--- src/rtl/multicycle_control32.sv ---
`default_nettype none
// ============================================================================
// Module   : multicycle_control32
// Brief    : FETCH/DECODE/EXEC/MEM/WB sequencer for the multi-cycle MIPS
//            datapath, with a bounded io_ready wait on memory-mapped IO.
// Revision : 1.0 - initial release
// ============================================================================
module multicycle_control32 #(
  parameter int                   IO_HIGH_W   = 22,
  parameter logic [IO_HIGH_W-1:0] IO_BASE     = {IO_HIGH_W{1'b1}},
  parameter int                   IO_WAIT_MAX = 15
) (
  input  logic                 clock,
  input  logic                 reset,
  input  logic [5:0]           opcode,
  input  logic [5:0]           funct,
  input  logic [IO_HIGH_W-1:0] alu_result_high,
  input  logic                 zero,
  input  logic                 io_ready,
  output logic [2:0]           state,
  output logic                 pc_write,
  output logic                 ir_write,
  output logic [1:0]           pc_src,
  output logic                 reg_write,
  output logic                 reg_dst,
  output logic                 alu_src,
  output logic                 sftmd,
  output logic                 jal,
  output logic [1:0]           alu_op,
  output logic                 mem_read,
  output logic                 mem_write,
  output logic                 io_read,
  output logic                 io_write,
  output logic                 mem_or_io_to_reg,
  output logic                 io_timeout,
  output logic                 illegal
);

  localparam int                 c_cnt_w    = $clog2(IO_WAIT_MAX + 1);
  localparam logic [c_cnt_w-1:0] c_wait_max = c_cnt_w'(IO_WAIT_MAX);
  localparam logic [c_cnt_w-1:0] c_cnt_one  = c_cnt_w'(1);
  localparam logic [5:0]         c_funct_jr = 6'b001000;

  typedef enum logic [2:0] {
    S_RESET  = 3'd0,
    S_FETCH  = 3'd1,
    S_DECODE = 3'd2,
    S_EXEC   = 3'd3,
    S_MEM    = 3'd4,
    S_WB     = 3'd5
  } state_t;

  typedef enum logic [3:0] {
    CL_NONE = 4'd0,
    CL_R    = 4'd1,
    CL_I    = 4'd2,
    CL_LW   = 4'd3,
    CL_SW   = 4'd4,
    CL_BEQ  = 4'd5,
    CL_BNE  = 4'd6,
    CL_J    = 4'd7,
    CL_JAL  = 4'd8,
    CL_ILL  = 4'd9
  } class_t;

  state_t             r_state;
  state_t             w_next_state;
  class_t             r_class;
  class_t             w_dec_class;
  logic [5:0]         r_funct;
  logic [c_cnt_w-1:0] r_cnt;
  logic               r_io_timeout;
  logic               w_set_timeout;
  logic               w_is_io;
  logic               w_is_r;
  logic               w_is_jr;

  assign w_is_io    = (alu_result_high == IO_BASE);
  assign w_is_r     = (r_class == CL_R);
  assign w_is_jr    = w_is_r && (r_funct == c_funct_jr);
  assign state      = r_state;
  assign io_timeout = r_io_timeout;

  always_comb begin
    w_dec_class = CL_ILL;
    if (opcode == 6'b000000) begin
      w_dec_class = CL_R;
    end else if (opcode[5:3] == 3'b001) begin
      w_dec_class = CL_I;
    end else begin
      case (opcode)
        6'b100011: w_dec_class = CL_LW;
        6'b101011: w_dec_class = CL_SW;
        6'b000100: w_dec_class = CL_BEQ;
        6'b000101: w_dec_class = CL_BNE;
        6'b000010: w_dec_class = CL_J;
        6'b000011: w_dec_class = CL_JAL;
        default:   w_dec_class = CL_ILL;
      endcase
    end
  end

  always_ff @(posedge clock or posedge reset) begin
    if (reset) begin
      r_state      <= S_RESET;
      r_class      <= CL_NONE;
      r_funct      <= 6'd0;
      r_cnt        <= '0;
      r_io_timeout <= 1'b0;
    end else begin
      r_state <= w_next_state;
      // Later states use only this copy; opcode is free to change after DECODE.
      if (r_state == S_DECODE) begin
        r_class <= w_dec_class;
        r_funct <= funct;
      end
      if (w_next_state == S_MEM) begin
        r_cnt <= (r_state == S_MEM) ? r_cnt + c_cnt_one : c_cnt_one;
      end
      if (w_set_timeout) begin
        r_io_timeout <= 1'b1;
      end
    end
  end

  always_comb begin
    w_next_state     = S_FETCH;
    w_set_timeout    = 1'b0;
    pc_write         = 1'b0;
    ir_write         = 1'b0;
    pc_src           = 2'b00;
    reg_write        = 1'b0;
    reg_dst          = 1'b0;
    alu_src          = 1'b0;
    sftmd            = 1'b0;
    jal              = 1'b0;
    alu_op           = 2'b00;
    mem_read         = 1'b0;
    mem_write        = 1'b0;
    io_read          = 1'b0;
    io_write         = 1'b0;
    mem_or_io_to_reg = 1'b0;
    illegal          = 1'b0;

    case (r_state)
      S_RESET: w_next_state = S_FETCH;

      S_FETCH: begin
        ir_write     = 1'b1;
        pc_write     = 1'b1;
        w_next_state = S_DECODE;
      end

      S_DECODE: begin
        if (w_dec_class == CL_ILL) begin
          illegal      = 1'b1;
          w_next_state = S_FETCH;
        end else begin
          w_next_state = S_EXEC;
        end
      end

      S_EXEC: begin
        alu_src = (r_class == CL_I) || (r_class == CL_LW) || (r_class == CL_SW);
        alu_op  = {w_is_r || (r_class == CL_I), (r_class == CL_BEQ) || (r_class == CL_BNE)};
        sftmd   = w_is_r && (r_funct[5:3] == 3'b000);
        reg_dst = w_is_r;
        case (r_class)
          CL_BEQ: begin
            pc_write = zero;
            pc_src   = 2'b01;
          end
          CL_BNE: begin
            pc_write = !zero;
            pc_src   = 2'b01;
          end
          CL_J: begin
            pc_write = 1'b1;
            pc_src   = 2'b10;
          end
          CL_JAL: begin
            pc_write  = 1'b1;
            pc_src    = 2'b10;
            jal       = 1'b1;
            reg_write = 1'b1;
          end
          CL_R: begin
            if (w_is_jr) begin
              pc_write = 1'b1;
              pc_src   = 2'b11;
            end else begin
              w_next_state = S_WB;
            end
          end
          CL_I:         w_next_state = S_WB;
          CL_LW, CL_SW: w_next_state = S_MEM;
          default:      w_next_state = S_FETCH;
        endcase
      end

      S_MEM: begin
        if (!w_is_io) begin
          mem_read     = (r_class == CL_LW);
          mem_write    = (r_class == CL_SW);
          w_next_state = (r_class == CL_LW) ? S_WB : S_FETCH;
        end else begin
          io_read  = (r_class == CL_LW);
          io_write = (r_class == CL_SW);
          if (io_ready) begin
            w_next_state = (r_class == CL_LW) ? S_WB : S_FETCH;
          end else if (r_cnt == c_wait_max) begin
            // Abandon the access: no writeback, flag stays until reset.
            w_set_timeout = 1'b1;
            w_next_state  = S_FETCH;
          end else begin
            w_next_state = S_MEM;
          end
        end
      end

      S_WB: begin
        reg_write        = 1'b1;
        reg_dst          = w_is_r;
        mem_or_io_to_reg = (r_class == CL_LW);
        w_next_state     = S_FETCH;
      end

      default: w_next_state = S_FETCH;
    endcase
  end

endmodule
`default_nettype wire
--- config.mk ---
export PLATFORM = sky130hd
export DESIGN_NAME = multicycle_control32
export DESIGN_NICKNAME = d
export VERILOG_FILES = /design/src/rtl/multicycle_control32.sv
export SDC_FILE = /design/constraint.sdc
export NUM_CORES = 1
export LEC_CHECK = 0
export CORE_ASPECT_RATIO = 1.75
export CORE_MARGIN = 2
export CORE_UTILIZATION = 40
export CTS_CLUSTER_SIZE = 10
export DETAILED_ROUTE_END_ITERATION = 12
export PLACE_DENSITY = 0.8
export REMOVE_ABC_BUFFERS = 1
export SETUP_SLACK_MARGIN = 0.02
export SYNTH_ARGS = -nofsm -noshare
export SYNTH_HDL_FRONTEND = slang
export SYNTH_SLANG_ARGS = --single-unit
export TNS_END_PERCENT = 5
--- constraint.sdc ---
create_clock -name clock -period 1.8 [get_ports clock]
set_input_delay 0.27 -clock clock [delete_from_list [all_inputs] [get_ports clock]]
set_output_delay 0.27 -clock clock [all_outputs]
set_load 0.01 [all_outputs]
==> out/results.tsv, run 1 <==
metric	value	unit
ys.flop_type	dfrtp_1	
grt_pass1_wl	6890	um
rsz0062_at_grt	yes	
ant_nets	0	
grt_overflow	0	
startpoint_type	flip-flop	
synth-seq-cells	18	
slew_violations	0	
yosys_warnings	0	
worstPathCellList	or4b_4 > o21ai_4 > a21oi_2 > nor2_2 > a311o_1 > buf_2	
fp.dieH	79.5	um
diodes	0	
fmax	0.470	GHz
place.port_buffers	58	
whs	0.342	ns
ios	59	
insertion_delay	0.25	ns
timing.rr.end	r_cnt[3]	
setup_tns	-1.82	ns
syn_area	0.00130	sq mm
critPathBufInv	1	
required	1.53	ns
synth.largest_area_cell	dfrtp_1	
final_hold_viol_count	0	
setup_ws	-0.327	ns
antenna_found_initial	0	
layout.nets	313	
relSlewSlack	75.8	%
reg2reg_slack	0.18	ns
critical-path-top-delay-family	simple AND/OR/NAND/NOR gates	
finalSetupViolations	11	
arrival	1.86	ns
synth.distinct_cells	41	
skew	0.000581	ns
status	complete, but fails checks	
drv_cap	0	
dp_hpwl	3530	um
wl	4490	um
ys_seq_area_share	34.6	%
worst_setup_path_end_kind	primary output	
fillers	223	
hold_buffers	0	
syn_inst	166	
critPathLaunch	r_funct[1]	
synth_area_leaders	dfrtp_1, nand2_1, nor2_1	
cts_tree	done	
synth-edff-count	0	
area_growth	84.3	%
p_leak	1.17	nW
start_util	41.4	%
synth_top_area_share	34.6	%
r2r_cells	6	
period_share	118	%
numCtsBuffers	3	
core_area	0.00314	sq mm
crit_type	reg2out	
root_buffer	clkbuf_8	
stdcell_count	316	
cts.sinks	18	
clkTransAtPathRegs	0.07	ns
p_per_area	1050	mW/mm^2
rr_startpoint	state[1]	
vias	1657	
routabilityCongestion	0.779	
cp_slowest_cell	or4b_4	
grt_pass1_vias	1708	
ys_async_sr_fraction	100	%
period_minus_slack	2.13	ns
h-tree-depth	1	
vdd_drop_max	0.000677	V
layout-drive-gt1-share	35.5	%
drcViolationCount	0	
dieArea	0.00374	sq mm
chipWidth	47.1	um
dr.pass1.iters	4	
wire_per_inst	14.2	um
worst-path-max-fanout	3	
synth.avg_cell_area	7.84	sq um
vias_per_cell	5.24	
hold_class	in2async	
max_stage_delay	0.58	ns
grt_max_degree	19	
drt_iter0_drc	11	
dpl.cell_count	309	
track_usage	25.0	%
max_slew.worst_pin.slew	0.359	ns
violations	setup timing	
rows	27	
cts_buffer_depth	2	
stage by stage:
stage / cell area, sq um / total power, W / util, % / setup WS [ns]
after floorplan: 1280 / 0.00121 / - / -0.0846
after global placement: 2270 / 0.00195 / 72.2 / -0.565
after detailed placement: 2270 / 0.00199 / 72.2 / -0.625
after CTS: 2340 / 0.00242 / 74.4 / -0.321
after global routing: 2400 / 0.00267 / 76.3 / -0.350
final: 2400 / 0.00252 / 76.3 / -0.327
kinds of logic after synthesis:
kind of cell	after synthesis	synth area share, %
adders and majority gates	1	0.961
muxes	2	1.92
AOI/OAI and AO/OA	37	17.7
xor gates and xnor gates	2	1.35
buffers and inverters	9	2.79
and+or+nand+nor	97	40.7
DFF	18	34.6
cell type report:
cell class                 count  area, sq um  share of cell area (%)
tap                           43         53.8                    2.24
timing repair buffer         108          908                    37.9
clock buffer                   4         55.1                    2.30
multi-input combinational    139          913                    38.1
inverter                       4         15.0                   0.626
sequential                    18          453                    18.9
flip-flops by register name, indices dropped and copies added (netlist names):
signal / count
r_funct: 6
r_class: 4
r_cnt: 4
state: 3
io_timeout: 1
cells in the final DEF (no fill, tap or decap), types with 2 or more instances in the layout:
master	n
dlymetal6s2s_1	4
dfrtp_2	2
clkbuf_8	4
inv_1	4
o21ai_0	8
o21ai_1	2
nor3_1	2
dfrtp_1	16
dlygate4sd2_1	6
nand4_1	5
xor2_1	2
a21oi_2	2
nor4_4	2
nor2_2	2
buf_2	9
a21o_1	2
nand3_1	5
nor2_1	15
a21oi_1	9
or2_2	4
nand2b_1	8
buf_6	3
and3_1	2
clkbuf_2	3
nand2_1	33
clkdlybuf4s50_1	33
buf_4	48
a22o_1	4
what timing repair did:
action | CTS | global route
pin swaps | 9 | 8
setup buffers | 1 | 2
gates resized for setup | 71 | 26
endpoints found under the setup margin | 21 | 22
power by group:
part           switching, W  internal (W)  leakage (nW)
registers          0.000135      0.000550         0.219
clock network      0.000136      0.000194        0.0288
logic              0.000676      0.000830         0.925
total              0.000948       0.00157          1.17
cell usage after synthesis (2+ instances only):
cell      instances
nor3_1            3
buf_2             2
nand4_1           5
nand2_1          33
a211oi_1          2
nor2_1           18
nand2b_1          8
a22o_1            4
xor2_1            2
dfrtp_1          18
o22ai_1           2
or2_2             4
nand3_1           5
nor2b_1           3
o21ai_0          10
a21o_1            2
nor4b_1           2
and2_1            2
a21oi_1          11
and3_1            2
nor4_4            2
inv_1             4
nor4_1            2
clkbuf_1          3
worst register-to-register path: stages (launching register included):
cell,delay (ns)
dfrtp_1,0.43
nand2b_4,0.16
nand2b_1,0.19
buf_4,0.19
or3_1,0.33
o21ai_0,0.16
a21o_1,0.11
metal layers:
layer  share of wire (%)  vias to the layer above  global-route usage, %
li1                    -                      806                      -
met5                   0                        -                      0
met1                  32                      768                   23.3
met3                 4.6                       21                   2.26
met2                  59                       62                   48.2
met4                 4.6                        0                   12.8
worst max-delay path by stage:
stage                           to  slack (ns)  cells after the start
after floorplan           pc_write       -0.08                      5
after global placement    io_write       -0.57                      6
after detailed placement  io_write       -0.63                      6
after CTS                 pc_write       -0.32                      6
after global routing      pc_write       -0.35                      6
final                     pc_write       -0.33                      6
(Power assumes the default switching activity.)
==> run 2, diff against run 1 <==
CORE_UTILIZATION = 41   (was 40)
PLACE_DENSITY = 0.81   (was 0.8)
==> run 2 against run 1 <==
The run still ends with setup timing left. Clock skew rose by 0.0069 ns. Worst hold slack got worse by 0.015 ns. Core utilization increased by 2.5 points. Flip-flop and latch count did not move. Setup slack improved by 0.020 ns. Critical endpoint unchanged.
==> out/results.tsv, run 2 (synthesis gave the netlist of run 1 again) <==
metric	value	unit
slew_violations	0	
grt_pass1_vias	1696	
skew	0.00751	ns
relSlewSlack	76.4	%
diodes	0	
vias_per_cell	5.20	
wl	4730	um
track_usage	25.9	%
area_growth	86.2	%
startpoint_type	flip-flop	
cts_tree	done	
timing.rr.end	r_cnt[1]	
total_power	0.00266	W
utilization	78.8	%
ff_latch_area	452	sq um
p_leak	1.14	nW
dieArea	0.00366	sq mm
p_switching	0.00103	W
drcViolationCount	0	
layout-drive-gt1-share	38.5	%
worst_setup_path_end_kind	primary output	
multiInputGateArea	961	sq um
cts.sinks	18	
worst-path-max-fanout	3	
ios	59	
dr.pass1.iters	4	
dpl_worst_slack	-0.619	ns
final_cell_mix	buf_4, clkdlybuf4s50_1, nand2_1, dfrtp_1, nor2_1	
reg2reg_slack	0.12	ns
grt_max_degree	19	
insertion_delay	0.26	ns
power_frac_seq	24.9	%
clockPowerShare	12.5	%
final_hold_viol_count	0	
cts_buffer_depth	2	
pwr-share-comb	62.6	%
max_slew.worst_pin.slew	0.352	ns
vdd_drop_max	0.000737	V
h-tree-depth	1	
numCtsBuffers	3	
layout_commonest_cell	buf_4	
wire_per_inst	15.1	um
ant_nets	0	
switching_share	38.6	%
drv_cap	0	
r2r_cells	8	
fillers	203	
status	complete, but fails checks	
largest_reg_flops	6	
core_area	0.00307	sq mm
required	1.53	ns
period_minus_slack	2.11	ns
hold_class	in2async	
setup_ws	-0.307	ns
routabilityCongestion	0.805	
p_per_area	1100	mW/mm^2
critPathLaunch	r_funct[0]	
place.port_buffers	58	
violations	setup timing	
finalSetupViolations	12	
rows	27	
dp_hpwl	3540	um
arrival	1.84	ns
chipWidth	46.6	um
fp.dieH	78.5	um
fmax	0.475	GHz
rsz0062_at_grt	yes	
root_buffer	clkbuf_8	
drt_iter0_drc	31	
grt_pass1_wl	7110	um
start_util	42.3	%
setup_tns	-1.90	ns
antenna_found_initial	0	
vias	1629	
whs	0.328	ns
layout.nets	310	
period_share	117	%
hold_buffers	0	
grt_overflow	0	
regMostFlops	r_funct	
crit_type	reg2out	
rr_startpoint	r_class[1]	
p_int	0.00163	W
largestRegisters	r_funct x6, r_class x4, r_cnt x4	
clkTransAtPathRegs	0.07	ns
## run 2: area by class of cell
type,count,share of cell area (%)
clock buffer,4,2.27
inverter,4,0.620
multi-input combinational,139,39.7
sequential,18,18.6
tap,43,2.22
timing repair buffer,105,36.6
## run 2: worst max path at each step
| stage | endpoint | cells after the start |
|---|---|---|
| floorplan | pc_write | 5 |
| global placement | io_write | 6 |
| CTS | pc_write | 6 |
| detailed placement | io_write | 6 |
| finish | pc_write | 6 |
| global route | pc_src[0] | 6 |
## run 2: stage by stage
stage	area, sq um	std cells
finish	2420	313
global route	2420	313
CTS	2350	312
detailed placement	2260	308
global placement	2260	308
floorplan	1280	161
## run 2: metal layers
layer  routed length [um]  up-vias  global-route usage [%]
met3                  214       13                    2.76
met5                    0        -                       0
li1                     -      801                       -
met2                 2720       59                    48.9
met4                  144        0                    10.3
met1                 1650      756                    26.5
## run 2: critical path, cell delays in order, from the launching register on
cell	delay, ns
dfrtp_1	0.38
or4b_4	0.56
o21ai_2	0.19
a21oi_2	0.08
nor2_2	0.11
a311o_1	0.13
buf_2	0.14
## run 2: power by group through the flow
stage	registers (W)	clock network, W	logic [W]
finish	0.000664	0.000333	0.00167
global route	0.000679	0.000358	0.00180
CTS	0.000652	0.000341	0.00149
detailed placement	0.000642	0	0.00139
global placement	0.000636	0	0.00134
floorplan	0.000700	0	0.000511
## run 2: what timing repair did
item | CTS | global route
pin swaps | 10 | 11
cloned | 0 | 0
buffers inserted | 0 | 1
resized for setup | 84 | 28
setup endpoints to repair | 19 | 22
==> run 3, diff against run 2 <==
CORE_MARGIN = 3   (was 2)
==> run 3 against run 2 <==
Largest power group unchanged. Critical path depth grew 1. Power grew 2.3%. The flow still finishes with violations (setup timing). Sequential power grew 3.2%. First-iteration DRC count grew 94%. Routed wire length grew 17%.
==> out/results.tsv, run 3 (synthesis gave the netlist of run 1 again) <==
metric	value	unit
start_util	43.5	%
critPathLaunch	opcode[2]	
arrival	2.01	ns
layout-drive-gt1-share	39.3	%
area_growth	89.4	%
required	1.53	ns
wl	5520	um
largestRegisters	r_funct x6, r_class x4, r_cnt x4	
fillers	193	
layout_commonest_cell	buf_4	
rsz0062_at_grt	yes	
violations	setup timing	
final_hold_viol_count	0	
startpoint_type	input pin	
cts_buffer_depth	2	
rows	26	
multiInputGateArea	946	sq um
max_slew.worst_pin.slew	0.358	ns
setup_ws	-0.476	ns
h-tree-depth	1	
p_leak	1.18	nW
vias	1799	
hold_class	in2async	
diodes	0	
p_int	0.00164	W
r2r_cells	6	
pwr-share-comb	62.6	%
total_power	0.00272	W
status	complete, but fails checks	
final_cell_mix	buf_4, clkdlybuf4s50_1, nand2_1, dfrtp_1, nor2_1	
drt_iter0_drc	60	
fmax	0.439	GHz
chipWidth	48.6	um
clockPowerShare	12.2	%
critPathBufInv	2	
relSlewSlack	76.0	%
worst_setup_path_end_kind	primary output	
period_share	126	%
slew_violations	0	
cp_common_cell	clkdlybuf4s50_1	
numCtsBuffers	3	
vdd_drop_max	0.000995	V
drv_cap	0	
period_minus_slack	2.28	ns
finalSetupViolations	13	
p_per_area	1100	mW/mm^2
drcViolationCount	0	
wire_per_inst	17.4	um
grt_max_degree	19	
dr.pass1.iters	4	
max_stage_delay	0.54	ns
cts.sinks	18	
worstPathCellList	clkdlybuf4s50_1 > nand2b_1 > o21ai_0 > a21oi_1 > o21ai_1 > nor2_1 > clkdlybuf4s50_1	
clkTransAtPathRegs	0.07	ns
grt_overflow	0	
critical-path-top-delay-family	buffers and inverters	
place.port_buffers	58	
crit_type	in2out	
cp_slowest_cell	clkdlybuf4s50_1	
track_usage	28.6	%
ant_nets	0	
cts_tree	done	
whs	0.328	ns
insertion_delay	0.25	ns
ios	59	
grt_pass1_vias	1942	
fp.dieH	80.5	um
power_frac_seq	25.2	%
crit_cells	7	
largest_reg_flops	6	
regMostFlops	r_funct	
core_area	0.00299	sq mm
grt_pass1_wl	8730	um
switching_share	39.7	%
dieArea	0.00391	sq mm
worst-path-max-fanout	4	
hold_buffers	0	
layout.nets	315	
skew	0.00125	ns
ff_latch_area	452	sq um
root_buffer	clkbuf_8	
routabilityCongestion	0.789	
rr_startpoint	r_cnt[0]	
antenna_found_initial	0	
dp_hpwl	3880	um
dpl-instance-area	0.00227	sq mm
vias_per_cell	5.68	
p_switching	0.00108	W
design_area	0.00246	sq mm
run 3: cell type report:
class	count	area share [%]
Clock buffer	4	2.23
Inverter	4	0.609
Multi-Input combinational cell	139	38.4
Sequential cell	18	18.3
Tap cell	42	2.13
Timing Repair Buffer	110	38.3
run 3: stage by stage:
stage          setup TNS, ns  utilization, %  cells  setup slack [ns]
2_1_floorplan         -0.113               -    161           -0.0846
3_3_place_gp           -6.38            75.7    308            -0.565
3_5_place_dp           -7.11            75.7    308            -0.638
4_1_cts                -3.67            80.1    315            -0.425
5_1_grt                -3.64            82.4    317            -0.546
6_report               -2.75            82.4    317            -0.476
run 3: worst reg2reg max path: stages, from the launching register on:
cell     delay [ns]
dfrtp_1        0.42
ha_1           0.25
and3_1         0.25
nor2_1         0.13
nand4_1        0.18
and2_4         0.20
a22o_1         0.17
run 3: worst paths after layout:
path	slack (ns)	to
worst max-delay path	-0.48	illegal
min in group clock	0.52	io_timeout
worst min-delay path	0.33	io_timeout
worst min register to register	0.52	io_timeout
worst max register to register	0.08	r_cnt[1]
max in group asynchronous	1.26	r_class[0]
run 3: power groups by stage:
stage | sequential, W | combinational, W | clock [W]
floorplan | 0.000700 | 0.000511 | 0
global placement | 0.000635 | 0.00135 | 0
detailed placement | 0.000645 | 0.00141 | 0
CTS | 0.000661 | 0.00155 | 0.000330
global route | 0.000697 | 0.00182 | 0.000346
finish | 0.000685 | 0.00170 | 0.000333
run 3: metal layers:
metal	GRT usage (%)	part of all wire, %
met5	0	0
met4	13.7	3.5
met3	5.38	5.8
met2	59.7	59
met1	25.3	31
run 3: repair_timing:
action,CTS,global route
setup endpoints to repair,20,22
pin swaps,6,8
resized for setup,66,36
buffers inserted,3,2
